`src/rtl/calc_pkg.sv`:
```
`default_nettype none
// ---------------------------------------------------------------------------
// params / calc_pkg
// Panel geometry defaults and the derived bit-width helpers shared by the
// framebuffer blocks.
// Revision: 1.0 - initial release
// ---------------------------------------------------------------------------
package params;
  localparam int PIXEL_WIDTH      = 64;
  localparam int PIXEL_HEIGHT     = 32;
  localparam int PIXEL_HALFHEIGHT = 16;
  localparam int BYTES_PER_PIXEL  = 2;
endpackage

package calc_pkg;
  // Row sequencer states
  typedef enum logic [1:0] {
    IDLE  = 2'd0,
    ISSUE = 2'd1,
    DRAIN = 2'd2
  } fb_reader_state_t;

  // Bits to select a row inside one subpanel
  function automatic int num_row_bits(input int halfheight);
    return $clog2(halfheight);
  endfunction

  // Bits to select a column
  function automatic int num_column_bits(input int width);
    return $clog2(width);
  endfunction

  // AddressB is {row, column}
  function automatic int num_address_b_bits(input int halfheight, input int width);
    return $clog2(halfheight) + $clog2(width);
  endfunction

  // QB carries every colour byte of every subpanel side by side
  function automatic int num_data_b_bits(input int height, input int halfheight,
                                         input int bytes);
    return (height / halfheight) * bytes * 8;
  endfunction
endpackage
`default_nettype wire

```
`src/rtl/fb_read_fifo.sv`:
```
`default_nettype none
// ---------------------------------------------------------------------------
// fb_read_fifo
// Small synchronous FIFO; the occupancy count feeds the read-credit logic.
// Revision: 1.0 - initial release
// ---------------------------------------------------------------------------
module fb_read_fifo #(
  parameter int DEPTH = 4,
  parameter int DW    = 38
) (
  input  logic                         clk_in,
  input  logic                         reset_n,
  input  logic                         push,
  input  logic [DW-1:0]                push_data,
  input  logic                         pop,
  output logic [DW-1:0]                pop_data,
  output logic                         empty,
  output logic [$clog2(DEPTH+1)-1:0]   count
);

  localparam int PTR_BITS = (DEPTH > 1) ? $clog2(DEPTH) : 1;
  localparam int CNT_BITS = $clog2(DEPTH + 1);

  logic [DW-1:0]       storage [DEPTH];
  logic [PTR_BITS-1:0] wr_ptr;
  logic [PTR_BITS-1:0] rd_ptr;
  logic                full;
  logic                do_push;
  logic                do_pop;

  // Pointer advance with wrap for non-power-of-two depths
  function automatic logic [PTR_BITS-1:0] bump(input logic [PTR_BITS-1:0] p);
    return (p == PTR_BITS'(DEPTH - 1)) ? '0 : p + 1'b1;
  endfunction

  assign full     = (count == CNT_BITS'(DEPTH));
  assign empty    = (count == '0);
  assign do_push  = push && !full;
  assign do_pop   = pop && !empty;
  assign pop_data = storage[rd_ptr];

  // Data array: written on push, no reset needed since count gates reads
  always_ff @(posedge clk_in) begin
    if (do_push) storage[wr_ptr] <= push_data;
  end

  // Pointers and occupancy
  always_ff @(posedge clk_in or negedge reset_n) begin
    if (!reset_n) begin
      wr_ptr <= '0;
      rd_ptr <= '0;
      count  <= '0;
    end else begin
      if (do_push) wr_ptr <= bump(wr_ptr);
      if (do_pop)  rd_ptr <= bump(rd_ptr);
      case ({do_push, do_pop})
        2'b10:   count <= count + 1'b1;
        2'b01:   count <= count - 1'b1;
        default: count <= count;
      endcase
    end
  end

  // The credit scheme must make a push into a full FIFO impossible
  a_no_overflow: assert property (@(posedge clk_in) disable iff (!reset_n) !(push && full));

endmodule
`default_nettype wire

```
`src/rtl/fb_row_reader.sv`:
```
`default_nettype none
// ---------------------------------------------------------------------------
// fb_row_reader
// Issues one AddressB read per column of a requested row, tracks the
// 2-cycle read latency and streams QB words out as valid/ready pixels.
// Revision: 1.0 - initial release
// ---------------------------------------------------------------------------
module fb_row_reader
  import calc_pkg::*;
#(
  parameter int PIXEL_WIDTH      = params::PIXEL_WIDTH,
  parameter int PIXEL_HEIGHT     = params::PIXEL_HEIGHT,
  parameter int PIXEL_HALFHEIGHT = params::PIXEL_HALFHEIGHT,
  parameter int BYTES_PER_PIXEL  = params::BYTES_PER_PIXEL,
  parameter int FIFO_DEPTH       = 4
) (
  input  logic                                                clk_in,
  input  logic                                                reset_n,
  input  logic                                                row_start,
  input  logic [num_row_bits(PIXEL_HALFHEIGHT)-1:0]           row_address,
  output logic                                                row_busy,
  output logic                                                row_done,
  output logic [num_address_b_bits(PIXEL_HALFHEIGHT, PIXEL_WIDTH)-1:0] mem_addr_b,
  output logic                                                mem_en_b,
  input  logic [num_data_b_bits(PIXEL_HEIGHT, PIXEL_HALFHEIGHT, BYTES_PER_PIXEL)-1:0] mem_qb,
  output logic [num_data_b_bits(PIXEL_HEIGHT, PIXEL_HALFHEIGHT, BYTES_PER_PIXEL)-1:0] pixel_data,
  output logic [num_column_bits(PIXEL_WIDTH)-1:0]             pixel_column,
  output logic                                                pixel_last,
  output logic                                                pixel_valid,
  input  logic                                                pixel_ready
);

  localparam int ROW_BITS  = num_row_bits(PIXEL_HALFHEIGHT);
  localparam int COL_BITS  = num_column_bits(PIXEL_WIDTH);
  localparam int ADDR_BITS = num_address_b_bits(PIXEL_HALFHEIGHT, PIXEL_WIDTH);
  localparam int DATA_BITS = num_data_b_bits(PIXEL_HEIGHT, PIXEL_HALFHEIGHT, BYTES_PER_PIXEL);
  localparam int CNT_BITS  = $clog2(FIFO_DEPTH + 1);
  localparam logic [COL_BITS-1:0] LAST_COL = COL_BITS'(PIXEL_WIDTH - 1);

  fb_reader_state_t state;
  fb_reader_state_t state_next;

  logic [ROW_BITS-1:0]           row_q;
  logic [COL_BITS:0]             issue_col;      // MSB set once every column is issued
  logic [ADDR_BITS-1:0]          addr_hold;
  logic [ADDR_BITS-1:0]          issue_addr;
  logic                          stage1_valid;
  logic                          stage2_valid;
  logic [COL_BITS-1:0]           stage1_col;
  logic [COL_BITS-1:0]           stage2_col;
  logic                          done_q;
  logic                          issue;
  logic                          credit_ok;
  logic                          pop;
  logic                          fifo_empty;
  logic [CNT_BITS-1:0]           fifo_count;
  logic [DATA_BITS+COL_BITS-1:0] fifo_head;

  assign issue_addr = {row_q, issue_col[COL_BITS-1:0]};

  // Reads in the latency pipe plus buffered words may never exceed the FIFO
  assign credit_ok = (int'(stage1_valid) + int'(stage2_valid) + int'(fifo_count)) < FIFO_DEPTH;

  assign pixel_valid  = !fifo_empty;
  assign pop          = pixel_valid && pixel_ready;
  assign pixel_data   = pixel_valid ? fifo_head[DATA_BITS+COL_BITS-1:COL_BITS] : '0;
  assign pixel_column = pixel_valid ? fifo_head[COL_BITS-1:0] : '0;
  assign pixel_last   = pixel_valid && (pixel_column == LAST_COL);

  assign mem_en_b   = issue;
  assign mem_addr_b = issue ? issue_addr : addr_hold;
  assign row_busy   = (state != IDLE);
  assign row_done   = done_q;

  // State register
  always_ff @(posedge clk_in or negedge reset_n) begin
    if (!reset_n) state <= IDLE;
    else          state <= state_next;
  end

  // Next-state and read-issue decision
  always_comb begin
    state_next = state;
    issue      = 1'b0;
    case (state)
      IDLE: begin
        if (row_start) state_next = ISSUE;
      end
      ISSUE: begin
        issue = credit_ok && !issue_col[COL_BITS];
        if (issue && (issue_col[COL_BITS-1:0] == LAST_COL)) state_next = DRAIN;
      end
      DRAIN: begin
        if (pop && pixel_last) state_next = IDLE;
      end
      default: state_next = IDLE;
    endcase
  end

  // Row latch, issue column, address hold, latency pipe and done pulse
  always_ff @(posedge clk_in or negedge reset_n) begin
    if (!reset_n) begin
      row_q        <= '0;
      issue_col    <= '0;
      addr_hold    <= '0;
      stage1_valid <= 1'b0;
      stage2_valid <= 1'b0;
      stage1_col   <= '0;
      stage2_col   <= '0;
      done_q       <= 1'b0;
    end else begin
      if ((state == IDLE) && row_start) begin
        row_q     <= row_address;
        issue_col <= '0;
      end else if (issue) begin
        issue_col <= issue_col + 1'b1;
        addr_hold <= issue_addr;
      end
      stage1_valid <= issue;
      stage1_col   <= issue_col[COL_BITS-1:0];
      stage2_valid <= stage1_valid;
      stage2_col   <= stage1_col;
      done_q       <= (state == DRAIN) && pop && pixel_last;
    end
  end

  fb_read_fifo #(
    .DEPTH (FIFO_DEPTH),
    .DW    (DATA_BITS + COL_BITS)
  ) u_fifo (
    .clk_in    (clk_in),
    .reset_n   (reset_n),
    .push      (stage2_valid),
    .push_data ({mem_qb, stage2_col}),
    .pop       (pop),
    .pop_data  (fifo_head),
    .empty     (fifo_empty),
    .count     (fifo_count)
  );

endmodule
`default_nettype wire

```
`config.mk`:
```
export PLATFORM = sky130hd
export DESIGN_NAME = fb_row_reader
export DESIGN_NICKNAME = d
export VERILOG_FILES = /design/src/rtl/calc_pkg.sv /design/src/rtl/fb_read_fifo.sv /design/src/rtl/fb_row_reader.sv
export SDC_FILE = /design/constraint.sdc
export NUM_CORES = 1
export LEC_CHECK = 0
export ABC_AREA = 0
export BUFFER_PORTS_ARGS = -buffer_cell sky130_fd_sc_hd__buf_4
export CAP_MARGIN = 15
export CORE_ASPECT_RATIO = 1.4
export CORE_MARGIN = 5
export CORE_UTILIZATION = 59
export DETAILED_ROUTE_END_ITERATION = 7
export GPL_TIMING_DRIVEN = 0
export PLACE_DENSITY = 0.81
export SYNTH_ARGS = -nofsm -noshare
export SYNTH_HDL_FRONTEND = slang
export SYNTH_HIERARCHICAL = 1
export SYNTH_SLANG_ARGS = --single-unit
```
`constraint.sdc`:
```
create_clock -name clk_in -period 5 [get_ports clk_in]
set_input_delay 0.25 -clock clk_in [delete_from_list [all_inputs] [get_ports clk_in]]
set_output_delay 0.25 -clock clk_in [all_outputs]
set_load 0.02 [all_outputs]
```
==> summary.txt <==
Synthesis
  • Main flop type after synthesis: edfxtp_1
  • Top-area cell type share of the netlist area: 58.5%
  • Async set-reset flop share out of synthesis: 22.8%
  • Cell accounting for the most synthesized area: edfxtp_1
  • Post-synthesis register bit count: 197
  • Syn Inst Count: 394
  • Netlist cell types: 37
  • Synth Net Count: 443
  • Area contributors post-synth: edfxtp_1 59%, dfrtp_1 14%, mux4_2 11%
  • Mapped Area: 7800 um^2
  • Synth warnings: 6
  • Post-synth EDFFs: 152
  • Seq/Total Area, Yosys: 72.9%
  • Syn Area/Cell: 19.8 um^2

Final layout
  • Post-layout util: 73.1%
  • Fin cells: 707
  • Layout filler cell count: 739
  • Ratio of cells with drive above 1 in the final layout: 40.5%
  • Sequential Area: 5690 um^2
  • Layout Nets: 565
  • Diode count: 0
  • Area of the multi-input gates: 1910 um^2
  • Area delta synth->final: 21.2%
  • Design area: 9450 um^2

Global routing
  • Vias in the first global route: 4344
  • First-pass GRT wire length: 23400 um
  • Pin count of the biggest net entering global routing: 46
  • GRT Overall Usage: 19.9%
  • Grt ovf: 0
  • Initial antenna violation count: 0

Timing
  • Final min period: 3140 ps
  • Final hold vios: 0
  • Fmax: 319 MHz
  • Final cycle utilization of the critical path: 62.8%
  • Worst Tran Pin Value: 641 ps
  • # setup viols final: 0
  • Max_slew headroom: 57.0%
  • Clock skew: 9.89 ps
  • Setup TNS: 0 ps
  • WHS: 20.2 ps
  • Unrepaired setup endpoints after global routing: false
  • Max-slew violation count: 0

Clock network
  • CTS buffer count: 17
  • Deepest clock path buffer count: 2
  • Clk slew on worst S/H paths: 70 ps
  • Clock latency on the worst-skew pair: 430 ps
  • CTS tree: done
  • Clock sinks: 197
  • CTS H-tree lvls: 4
  • Setup bufs post-CTS: 0
  • Clk root buf: clkbuf_16

Worst setup path
  • Worst-path fanout max: 10
  • Worst Path Required: 4750 ps
  • WP data arrival: 2890 ps
  • CP max stage cell: nor3_1
  • Crit Path Category: flop to output pin
  • Crit path cell chain: nor3_1, clkbuf_1, clkbuf_1, nor2b_1, buf_4
  • Crit path top cell by count: clkbuf_1
  • Setup crit end kind: output pin
  • Largest stage delay on the critical path: 590 ps
  • Startpoint types: flop

Power and ir drop
  • Cell Pwr Density: 677 nW/um^2
  • Peak supply drop: 0.000396 V
  • Leak: 3.50 nW

Floorplanning
  • Starting Density: 60.3%
  • Floorplan row count: 49
  • Core footprint: 12900 um^2
  • DIE HEIGHT: 146 um
  • Io pins: 93
  • Die width: 107 um
  • Die area: 15700 um^2

Worst hold path
  • Hold crit path type: input port to flop

Placed design
  • Placed instance area: 8800 um^2
  • Port buffer count: 92
  • GPL Wtd Cong: 0.760
  • DP Cell Count: 668
  • Post-DP HPWL: 9340 um

Detailed routing
  • WL/cell: 20.6 um
  • DRT Wirelength: 14600 um
  • Drt drc: 0
  • Iter 0 DRT Violations: 212
  • Antenna-violating nets left: 0
  • Vias per cell: 5.55
  • Routed vias: 3922
  • 1st-pass router iterations: 4

Job
  • Max Cap Viol: 0

Outcome
  • Outcome: finished clean
flip-flops by register name, indices dropped and copies added (netlist names), 2 cells and up:
register / flops
u_fifo/rd_ptr: 2
issue_col: 7
stage2_col: 6
u_fifo/storage: 152
stage1_col: 6
u_fifo/count: 3
state: 2
u_fifo/wr_ptr: 2
addr_hold: 10
row_q: 4
cells in the mapped netlist, types with 2 or more instances:
cell type	count
mux2i_1	2
dfrtp_1	45
a211oi_1	3
buf_6	3
xnor2_1	6
and2_1	5
nor2b_1	39
nor2_1	14
inv_1	11
xor2_1	2
ha_1	8
buf_2	4
buf_12	4
edfxtp_1	152
clkbuf_1	4
mux4_2	38
nand3_1	4
nand2_1	4
mux2_2	28
layer usage:
metal | GRT usage [%] | vias to the layer above | part of all wire (%)
met4 | 5.76 | 0 | 1.3
met5 | 0 | - | 0
met3 | 4.99 | 13 | 6.7
li1 | - | 1768 | -
met1 | 24.7 | 2018 | 37
met2 | 34.5 | 123 | 55
cell families after synthesis:
| logic type | share of synthesized area, % |
|---|---|
| xor gates and xnor gates | 0.898 |
| DFF | 72.9 |
| AOI/OAI and AO/OA | 1.38 |
| and+or+nand+nor | 5.39 |
| muxes | 15.3 |
| adders and majority gates | 1.54 |
| buffers and inverters | 2.58 |
path summary, 6_finish.rpt:
path                            startpoint               endpoint  slack, ps  cells past startpoint
min                             mem_qb[28]  u_fifo/storage[1][34]         20                      1
max                        u_fifo/count[1]         pixel_data[25]       1860                      5
min reg2reg                  stage1_col[4]          stage2_col[4]        350                      0
max reg2reg                u_fifo/count[1]        u_fifo/count[2]       2450                     10
min in group asynchronous          reset_n           addr_hold[7]        350                      2
max in group asynchronous          reset_n       u_fifo/rd_ptr[0]       4260                      2
layout by cell type (no fill, tap or decap), drive strengths merged, types with 8 or more instances in the layout:
| master | synthesis | layout |
|---|---|---|
| edfxtp | 152 | 152 |
| buf | 13 | 109 |
| dfrtp | 45 | 45 |
| nor2b | 39 | 39 |
| mux4 | 38 | 38 |
| mux2 | 28 | 28 |
| clkbuf | 4 | 21 |
| inv | 11 | 21 |
| nor2 | 14 | 14 |
| ha | 8 | 8 |
area by class of cell:
cell class | instances | area share [%]
Inverter | 11 | 0.437
Multi-Input combinational cell | 169 | 20.3
Tap cell | 178 | 2.36
Clock buffer | 17 | 4.50
Sequential cell | 197 | 60.2
Clock inverter | 15 | 1.67
Timing Repair Buffer | 103 | 8.89
Buffer | 17 | 1.69
power breakdown:
part / internal, mW / leakage (nW) / total (mW) / switching [mW]
logic: 1.25 / 1.29 / 2.62 / 1.36
registers: 2.24 / 1.93 / 2.45 / 0.202
clock network: 0.711 / 0.283 / 1.33 / 0.623
total: 4.21 / 3.50 / 6.40 / 2.19
per-stage QoR:
step / total power [mW] / setup slack, ps
floorplan: 4.15 / 2690
global placement: 4.96 / 1920
detailed placement: 5.09 / 2320
CTS: 6.47 / 1830
global route: 6.72 / 1650
finish: 6.40 / 1860
critical path, delay by kind of cell (launching register included):
| kind | cells | cell delay, ps |
|---|---|---|
| buffers and inverters | 3 | 1210 |
| AND/OR/NAND/NOR | 2 | 730 |
| flip-flops | 1 | 520 |
what timing repair did:
action,in CTS,in global routing
endpoints found under the hold margin,62,4
resized for setup,0,0
hold buffers,6,1
No activity file was read; power rests on OpenSTA's default activity.
